==> src/rtl/audio_dac_i2s_tx.sv <==
// I2S transmitter: 2-deep stereo sample FIFO feeding a 32-BCLK frame serializer.
// Frame loads one BCLK falling edge after bit 31; in_ready drops only when both FIFO slots are full.
module audio_dac_i2s_tx #(
    parameter int BCLK_DIV = 16
) (
    input  logic        OSC_50_B3B,
    input  logic        RESET_n,
    input  logic        enable,
    input  logic        in_valid,
    output logic        in_ready,
    input  logic [15:0] in_left,
    input  logic [15:0] in_right,
    input  logic        underrun_clr,
    output logic        AUD_BCLK,
    output logic        AUD_DACLRCK,
    output logic        AUD_DACDAT,
    output logic        frame_start,
    output logic        underrun,
    output logic [1:0]  fifo_level
);
    localparam logic [7:0] DIV_LAST = 8'(BCLK_DIV - 1);

    typedef struct packed {
        logic [15:0] left;
        logic [15:0] right;
    } pair_t;

    pair_t      in_pair;
    pair_t      head_q, head_d;
    pair_t      tail_q, tail_d;
    pair_t      frame_q, frame_d;
    logic [1:0] level_q, level_d;
    logic [7:0] divcnt_q, divcnt_d;
    logic [4:0] k_q, k_d;
    logic       bclk_q, bclk_d;
    logic       lrck_q, lrck_d;
    logic       dat_q, dat_d;
    logic       fs_q, fs_d;
    logic       underrun_q, underrun_d;

    logic       push, pop, bclk_tgl, bclk_fall, load;
    logic [3:0] bit_idx;

    assign in_pair = {in_left, in_right};

    always_comb begin
        head_d     = head_q;
        tail_d     = tail_q;
        frame_d    = frame_q;
        level_d    = level_q;
        divcnt_d   = divcnt_q;
        k_d        = k_q;
        bclk_d     = bclk_q;
        lrck_d     = lrck_q;
        dat_d      = dat_q;
        underrun_d = underrun_q;
        bit_idx    = 4'd0;

        push      = in_valid && (level_q != 2'd2);
        bclk_tgl  = enable && (divcnt_q == DIV_LAST);
        bclk_fall = bclk_tgl && bclk_q;
        load      = bclk_fall && (k_q == 5'd31);
        pop       = load && (level_q != 2'd0);
        fs_d      = load;

        // Simultaneous push and pop can only happen at level 1: the new pair becomes the head.
        if (push && pop) begin
            head_d = in_pair;
        end else if (pop) begin
            head_d  = tail_q;
            level_d = level_q - 2'd1;
        end else if (push) begin
            if (level_q == 2'd0) begin
                head_d = in_pair;
            end else begin
                tail_d = in_pair;
            end
            level_d = level_q + 2'd1;
        end

        if (!enable) begin
            divcnt_d = 8'd0;
            bclk_d   = 1'b0;
            k_d      = 5'd31;
            frame_d  = '0;
            lrck_d   = 1'b0;
            dat_d    = 1'b0;
        end else begin
            divcnt_d = bclk_tgl ? 8'd0 : divcnt_q + 8'd1;
            if (bclk_tgl) begin
                bclk_d = ~bclk_q;
            end
            if (bclk_fall) begin
                k_d    = k_q + 5'd1;
                lrck_d = k_d[4];
                if (load) begin
                    frame_d = pop ? head_q : '0;
                end
                // 16-k (left) and 32-k (right) both reduce to -k modulo 16.
                bit_idx = 4'd0 - k_d[3:0];
                if (k_d == 5'd0) begin
                    dat_d = frame_q.right[0];
                end else if (k_d <= 5'd16) begin
                    dat_d = frame_d.left[bit_idx];
                end else begin
                    dat_d = frame_d.right[bit_idx];
                end
            end
        end

        if (load && !pop) begin
            underrun_d = 1'b1;
        end else if (underrun_clr) begin
            underrun_d = 1'b0;
        end
    end

    always_ff @(posedge OSC_50_B3B or negedge RESET_n) begin
        if (!RESET_n) begin
            head_q     <= '0;
            tail_q     <= '0;
            frame_q    <= '0;
            level_q    <= 2'd0;
            divcnt_q   <= 8'd0;
            k_q        <= 5'd31;
            bclk_q     <= 1'b0;
            lrck_q     <= 1'b0;
            dat_q      <= 1'b0;
            fs_q       <= 1'b0;
            underrun_q <= 1'b0;
        end else begin
            head_q     <= head_d;
            tail_q     <= tail_d;
            frame_q    <= frame_d;
            level_q    <= level_d;
            divcnt_q   <= divcnt_d;
            k_q        <= k_d;
            bclk_q     <= bclk_d;
            lrck_q     <= lrck_d;
            dat_q      <= dat_d;
            fs_q       <= fs_d;
            underrun_q <= underrun_d;
        end
    end

    assign in_ready    = (level_q != 2'd2);
    assign fifo_level  = level_q;
    assign AUD_BCLK    = bclk_q;
    assign AUD_DACLRCK = lrck_q;
    assign AUD_DACDAT  = dat_q;
    assign frame_start = fs_q;
    assign underrun    = underrun_q;
endmodule

==> config.mk <==
export PLATFORM = sky130hd
export DESIGN_NAME = audio_dac_i2s_tx
export DESIGN_NICKNAME = d
export VERILOG_FILES = /design/src/rtl/audio_dac_i2s_tx.sv
export SDC_FILE = /design/constraint.sdc
export NUM_CORES = 1
export LEC_CHECK = 0
export CAP_MARGIN = 20
export CORE_MARGIN = 2
export CORE_UTILIZATION = 45
export DETAILED_ROUTE_END_ITERATION = 10
export GPL_TIMING_DRIVEN = 0
export MAX_ROUTING_LAYER = met4
export PLACE_DENSITY = 0.72
export SYNTH_ARGS = -nofsm -noshare
export SYNTH_HDL_FRONTEND = slang
export SYNTH_SLANG_ARGS = --single-unit
==> constraint.sdc <==
create_clock -name OSC_50_B3B -period 3.71 [get_ports OSC_50_B3B]
set_clock_uncertainty 0.05 [all_clocks]
set_input_delay 0.742 -clock OSC_50_B3B [delete_from_list [all_inputs] [get_ports OSC_50_B3B]]
set_output_delay 0.742 -clock OSC_50_B3B [all_outputs]
set_load 0.02 [all_outputs]
==> results of run 1 <==
==> state kept, by name (all words and copies together), names as in the netlist <==
register,cells
AUD_BCLK,1
AUD_DACDAT,1
AUD_DACLRCK,1
divcnt_q,8
fifo_level,2
frame_q,32
frame_start,1
head_q,32
k_q,5
tail_q,32
underrun,1
==> power by group <==
group          internal [mW]  total (mW)  switching (mW)
combinational          0.441       0.842           0.401
sequential              1.63        1.92           0.289
clock                   1.14        1.69           0.558
==> through the flow <==
step           util [%]  hold slack, ps
3_5_place_dp       52.1             419
5_1_grt            57.3             252
2_1_floorplan         -             383
4_1_cts            57.4             230
3_3_place_gp       51.9             397
6_report           57.3             220
==> final cells by class <==
| cell class | instances | area, um^2 | area share (%) |
|---|---|---|---|
| Multi-Input combinational cell | 335 | 2290 | 34.6 |
| Timing Repair Buffer | 45 | 469 | 7.08 |
| Buffer | 34 | 155 | 2.34 |
| Clock buffer | 22 | 454 | 6.85 |
| Clock inverter | 10 | 154 | 2.32 |
| Tap cell | 143 | 179 | 2.70 |
| Inverter | 5 | 18.8 | 0.283 |
| Sequential cell | 116 | 2910 | 43.9 |
==> routing by layer <==
layer	GRT usage, %	vias to the layer above
li1	-	1944
met1	29.3	2070
met2	33.6	141
met3	6.43	17
met4	8.21	0
met5	-	-
==> worst max-delay path: cells and delay by family (launching register included) <==
family / cells / cell delay (ps)
buffers and inverters: 3 / 730
adders and majority gates: 3 / 710
and+or+nand+nor: 4 / 710
DFF: 1 / 550
muxes: 1 / 380
AOI/OAI and AO/OA: 1 / 180
==> worst paths after layout <==
kind | startpoint | end | slack, ps | cells past startpoint
max | k_q[0] | tail_q[28] | 270 | 12
min | RESET_n | divcnt_q[4] | 220 | 1
max reg2reg | k_q[0] | tail_q[28] | 270 | 12
min reg2reg | frame_q[26] | frame_q[26] | 430 | 2
max in group asynchronous | RESET_n | k_q[1] | 2710 | 2
min in group OSC_50_B3B | frame_q[26] | frame_q[26] | 430 | 2
==> cells in the final DEF (no fill, tap or decap), types with 8 or more instances in the layout <==
cell type,n
a211oi_1,11
a21oi_1,8
a221oi_1,14
a22o_1,30
a22oi_1,36
buf_2,10
clkbuf_1,25
clkbuf_16,17
clkdlybuf4s50_1,43
dfrtp_1,111
mux2_2,34
nand2_1,95
nand3_1,8
nor2_1,14
==> cells by family after synthesis <==
family / Yosys count / synth area share (%)
mux: 36 / 7.48
flops: 116 / 54.0
compound gates: 127 / 18.6
buf+inv: 42 / 3.37
simple gates: 154 / 13.2
fa+ha+maj: 5 / 1.16
xor+xnor: 13 / 2.12
==> impl_metrics.ini, run 1 <==
[setup_path]
crit_path_start_kind = register
crit_top_cell = ha_1
worstPathMaxFanout = 19
worstPathArrival_ps = 3680
end_kind = register
crit_chain = ha_1 -> and3_1 -> ha_1 -> o2111a_1 -> and3_1 -> buf_6 -> buf_4 -> ha_1 -> nor2_1 -> nand2_1 -> buf_2 -> mux2_2
cp_slowest_cell = dfstp_2
required_ps = 3950
worstSetupPathType = reg -> reg
slowest_delay_ps = 550

[run]
max_cap_viol_count = 0

[cts]
cts_sinks = 116
insertion_delay_ps = 420
cts_hold_buf = 0
clk_pin_slew_ps = 50
post_cts_buffers = 0
cts_max_path_buffers = 2
tritoncts = built
htreeDepth = 4
cts_resized = 3
clock-root-buffer = clkbuf_16
cts_made_buffers = 17

[worst_hold_path]
hp-class = in -> async

[sta]
period_needed_ps = 3440
tightest_slew_ps = 680
max_freq_mhz = 291
tns_ps = 0
slew_headroom_pct = 54.7
final.period_utilization_pct = 92.8
setup_violations = 0
rsz0062_at_grt = false
setup_slack_ps = 268
hold_viol_final = 0
drv_slew = 0

[final_layout]
n_antenna_cell = 0
nFillCells = 987
fin_nets = 596
final_area_um2 = 6630
area_growth_pct = 23.2
layout-drive-gt1-share_pct = 16.0
final_cells = 710

[placed_design]
gp_congestion = 0.925
dp_hpwl_um = 9000
dpl_cell_area_um2 = 6030
place_inst = 681
place_ws_ps = -447
numPortBuffers = 44

[logic_synthesis]
syn_nets = 535
synth_area_leaders = dfrtp_1, mux2_2, nand2_1
synthCells = 493
synthArstFlopShare_pct = 100
syn_area_um2 = 5380
avgSynthCellArea_um2 = 10.9
synth_top_area_share_pct = 51.6
synth_edf_count = 0
ys_seq_area_share_pct = 54.0
synth_ff_type = dfrtp_1
yosysMostFrequentCell = dfrtp_1
yosysWarnings = 0
synthTopCellsByCount = dfrtp_1, nand2_1, a22oi_1
yosysUniqueCellTypes = 52
yosys.area.top_type = dfrtp_1
ys_seq_elements = 116

[grt]
antenna_found_initial = 0
grt_pass1_vias = 4152
grt_max_degree = 64
grt_overflow = 0
track_usage_pct = 22.4
grt_pass1_wl_um = 21400

[routing]
antenna_left = 0
routed_via_density = 5.88
wl_met2_um = 6030
vias = 4172
wirelength_met1_um = 5860
topRoutingLayerUsed = met4
wl_met3_um = 821
dr.pass1.iters = 5
wl_per_cell_um = 18.1
drt_wl_total_um = 12900
drcViolationCount = 0
drt-initial-drc-count = 409

[run_status]
status = finished, final reports clean

[floorplan]
core_um2 = 11600
fp.dieW_um = 113
die_y_um = 113
ios = 45
initial_core_util_pct = 46.5
fp-row-count = 39
dieArea_um2 = 12900

[pwr]
p_per_area_nw_per_um2 = 671
p_leak_nw = 2.95
total_power_mw = 4.45
vdd_drop_max_mv = 0.359
(Power assumes the default switching activity.)
==> inputs of run 2 (changes only) <==
CAP_MARGIN = unset   (was 20)
GPL_TIMING_DRIVEN = unset   (was 0)
MAX_ROUTING_LAYER = unset   (was met4)
==> impl_metrics.ini, run 2 (synthesized netlist as in run 1, its figures left out) <==
[pwr]
p_sw_share_pct = 29.4
pwr-share-seq_pct = 43.8
p_int_mw = 3.07
comb_power_share_pct = 19.4
p_per_area_nw_per_um2 = 662
vdd_drop_max_mv = 0.444
clkPwrFrac_pct = 36.8
p_leak_nw = 2.90
switchingPower_mw = 1.28

[setup_path]
r2r_setup_slack_ps = 470
cp_num_buf_inv = 1
critPathLaunch = k_q[1]
required_ps = 3970
slowest_delay_ps = 550
crit_top_cell = ha_1
worstPathArrival_ps = 3490
worstSetupPathType = reg -> reg
worstPathMaxFanout = 17
crit_family = compound AO/OA/AOI/OAI gates
worstReg2RegStart = k_q[1]
cp_slowest_cell = dfstp_2
end_kind = register
crit_chain = ha_1 -> and3_1 -> ha_1 -> o2111a_1 -> and3_2 -> buf_4 -> a221oi_1 -> nor4_1 -> a32o_1 -> o32ai_1 -> o41ai_2
crit_path_start_kind = register

[sta]
rsz0062_at_grt = false
drv_slew = 0
hold_slack_ps = 303
setup_violations = 0
tns_ps = 0
final.period_utilization_pct = 87.2
period_needed_ps = 3240
hold_viol_final = 0
tightest_slew_ps = 1280
max_freq_mhz = 309
slew_headroom_pct = 14.7

[final_layout]
layout-drive-gt1-share_pct = 17.6
mostFrequentLayoutCells = dfrtp_1, nand2_1, clkdlybuf4s50_1, a22oi_1, mux2_2
reg_top3 = frame_q (32), head_q (32), tail_q (32)
n_antenna_cell = 0
area_growth_pct = 22.0
final_area_um2 = 6570
fin_nets = 573
final_common_cell = dfrtp_1

[cts]
cts_made_buffers = 17
cts_sinks = 116
cts_max_path_buffers = 2
cts_hold_buf = 0
clock-root-buffer = clkbuf_16
insertion_delay_ps = 410
clk_pin_slew_ps = 60
post_cts_buffers = 0
cts_resized = 0
tritoncts = built
htreeDepth = 4

[grt]
antenna_found_initial = 0
track_usage_pct = 21.1
grt_pass1_vias = 4163
grt_overflow = 0
grt_pass1_wl_um = 21400
grt_max_degree = 69

[floorplan]
core_um2 = 11600
dieArea_um2 = 12900
die_y_um = 113
fp.dieW_um = 113
initial_core_util_pct = 46.5
fp-row-count = 39
ios = 45

[routing]
routed_via_density = 5.94
vias = 4083
antenna_left = 0
drt-initial-drc-count = 376
drt_wl_total_um = 12400
wl_per_cell_um = 18.0
dr.pass1.iters = 5
drcViolationCount = 0

[run_status]
status = finished, final reports clean

[placed_design]
numPortBuffers = 44
dp_hpwl_um = 7960
gp_congestion = 0.836
dpl_cell_area_um2 = 5980

[run]
max_cap_viol_count = 0

[worst_hold_path]
hp-class = in -> async
[run 2: final cells by class]
class	instances	area (um^2)
Clock buffer	17	425
Clock inverter	15	156
Fill cell	957	5000
Inverter	5	18.8
Multi-Input combinational cell	335	2310
Sequential cell	116	2910
Tap cell	143	179
Timing Repair Buffer	56	566
[run 2: path summary, 6_finish.rpt]
kind | cells after the start | to
worst max-delay path | 11 | AUD_DACDAT
worst min-delay path | 1 | divcnt_q[6]
max in group asynchronous | 2 | frame_q[15]
min in group OSC_50_B3B | 2 | head_q[9]
worst max register to register | 11 | AUD_DACDAT
worst min register to register | 2 | head_q[9]
[run 2: per-layer routing]
| layer | global-route usage [%] | vias to the layer above | part of all wire [%] |
|---|---|---|---|
| met4 | 6.91 | 0 | 1.7 |
| li1 | - | 1898 | - |
| met3 | 4.99 | 22 | 5.3 |
| met1 | 29.9 | 2027 | 46 |
| met2 | 32.2 | 136 | 47 |
| met5 | 0 | - | 0 |
[run 2: metrics by stage]
stage	worst slack [ps]	cells	utilization (%)	power (mW)
5_1_grt	247	687	56.8	4.58
2_1_floorplan	284	493	-	2.43
3_3_place_gp	271	655	51.7	2.72
4_1_cts	240	687	56.7	4.38
6_report	475	687	56.8	4.35
3_5_place_dp	232	655	51.7	2.77
[run 2: power by group through the flow]
stage	Clock [mW]	Sequential [mW]	Combinational [mW]
CTS	1.62	1.90	0.857
floorplan	0	1.83	0.599
finish	1.60	1.90	0.842
global placement	0	1.90	0.820
global route	1.69	1.95	0.946
detailed placement	0	1.92	0.851
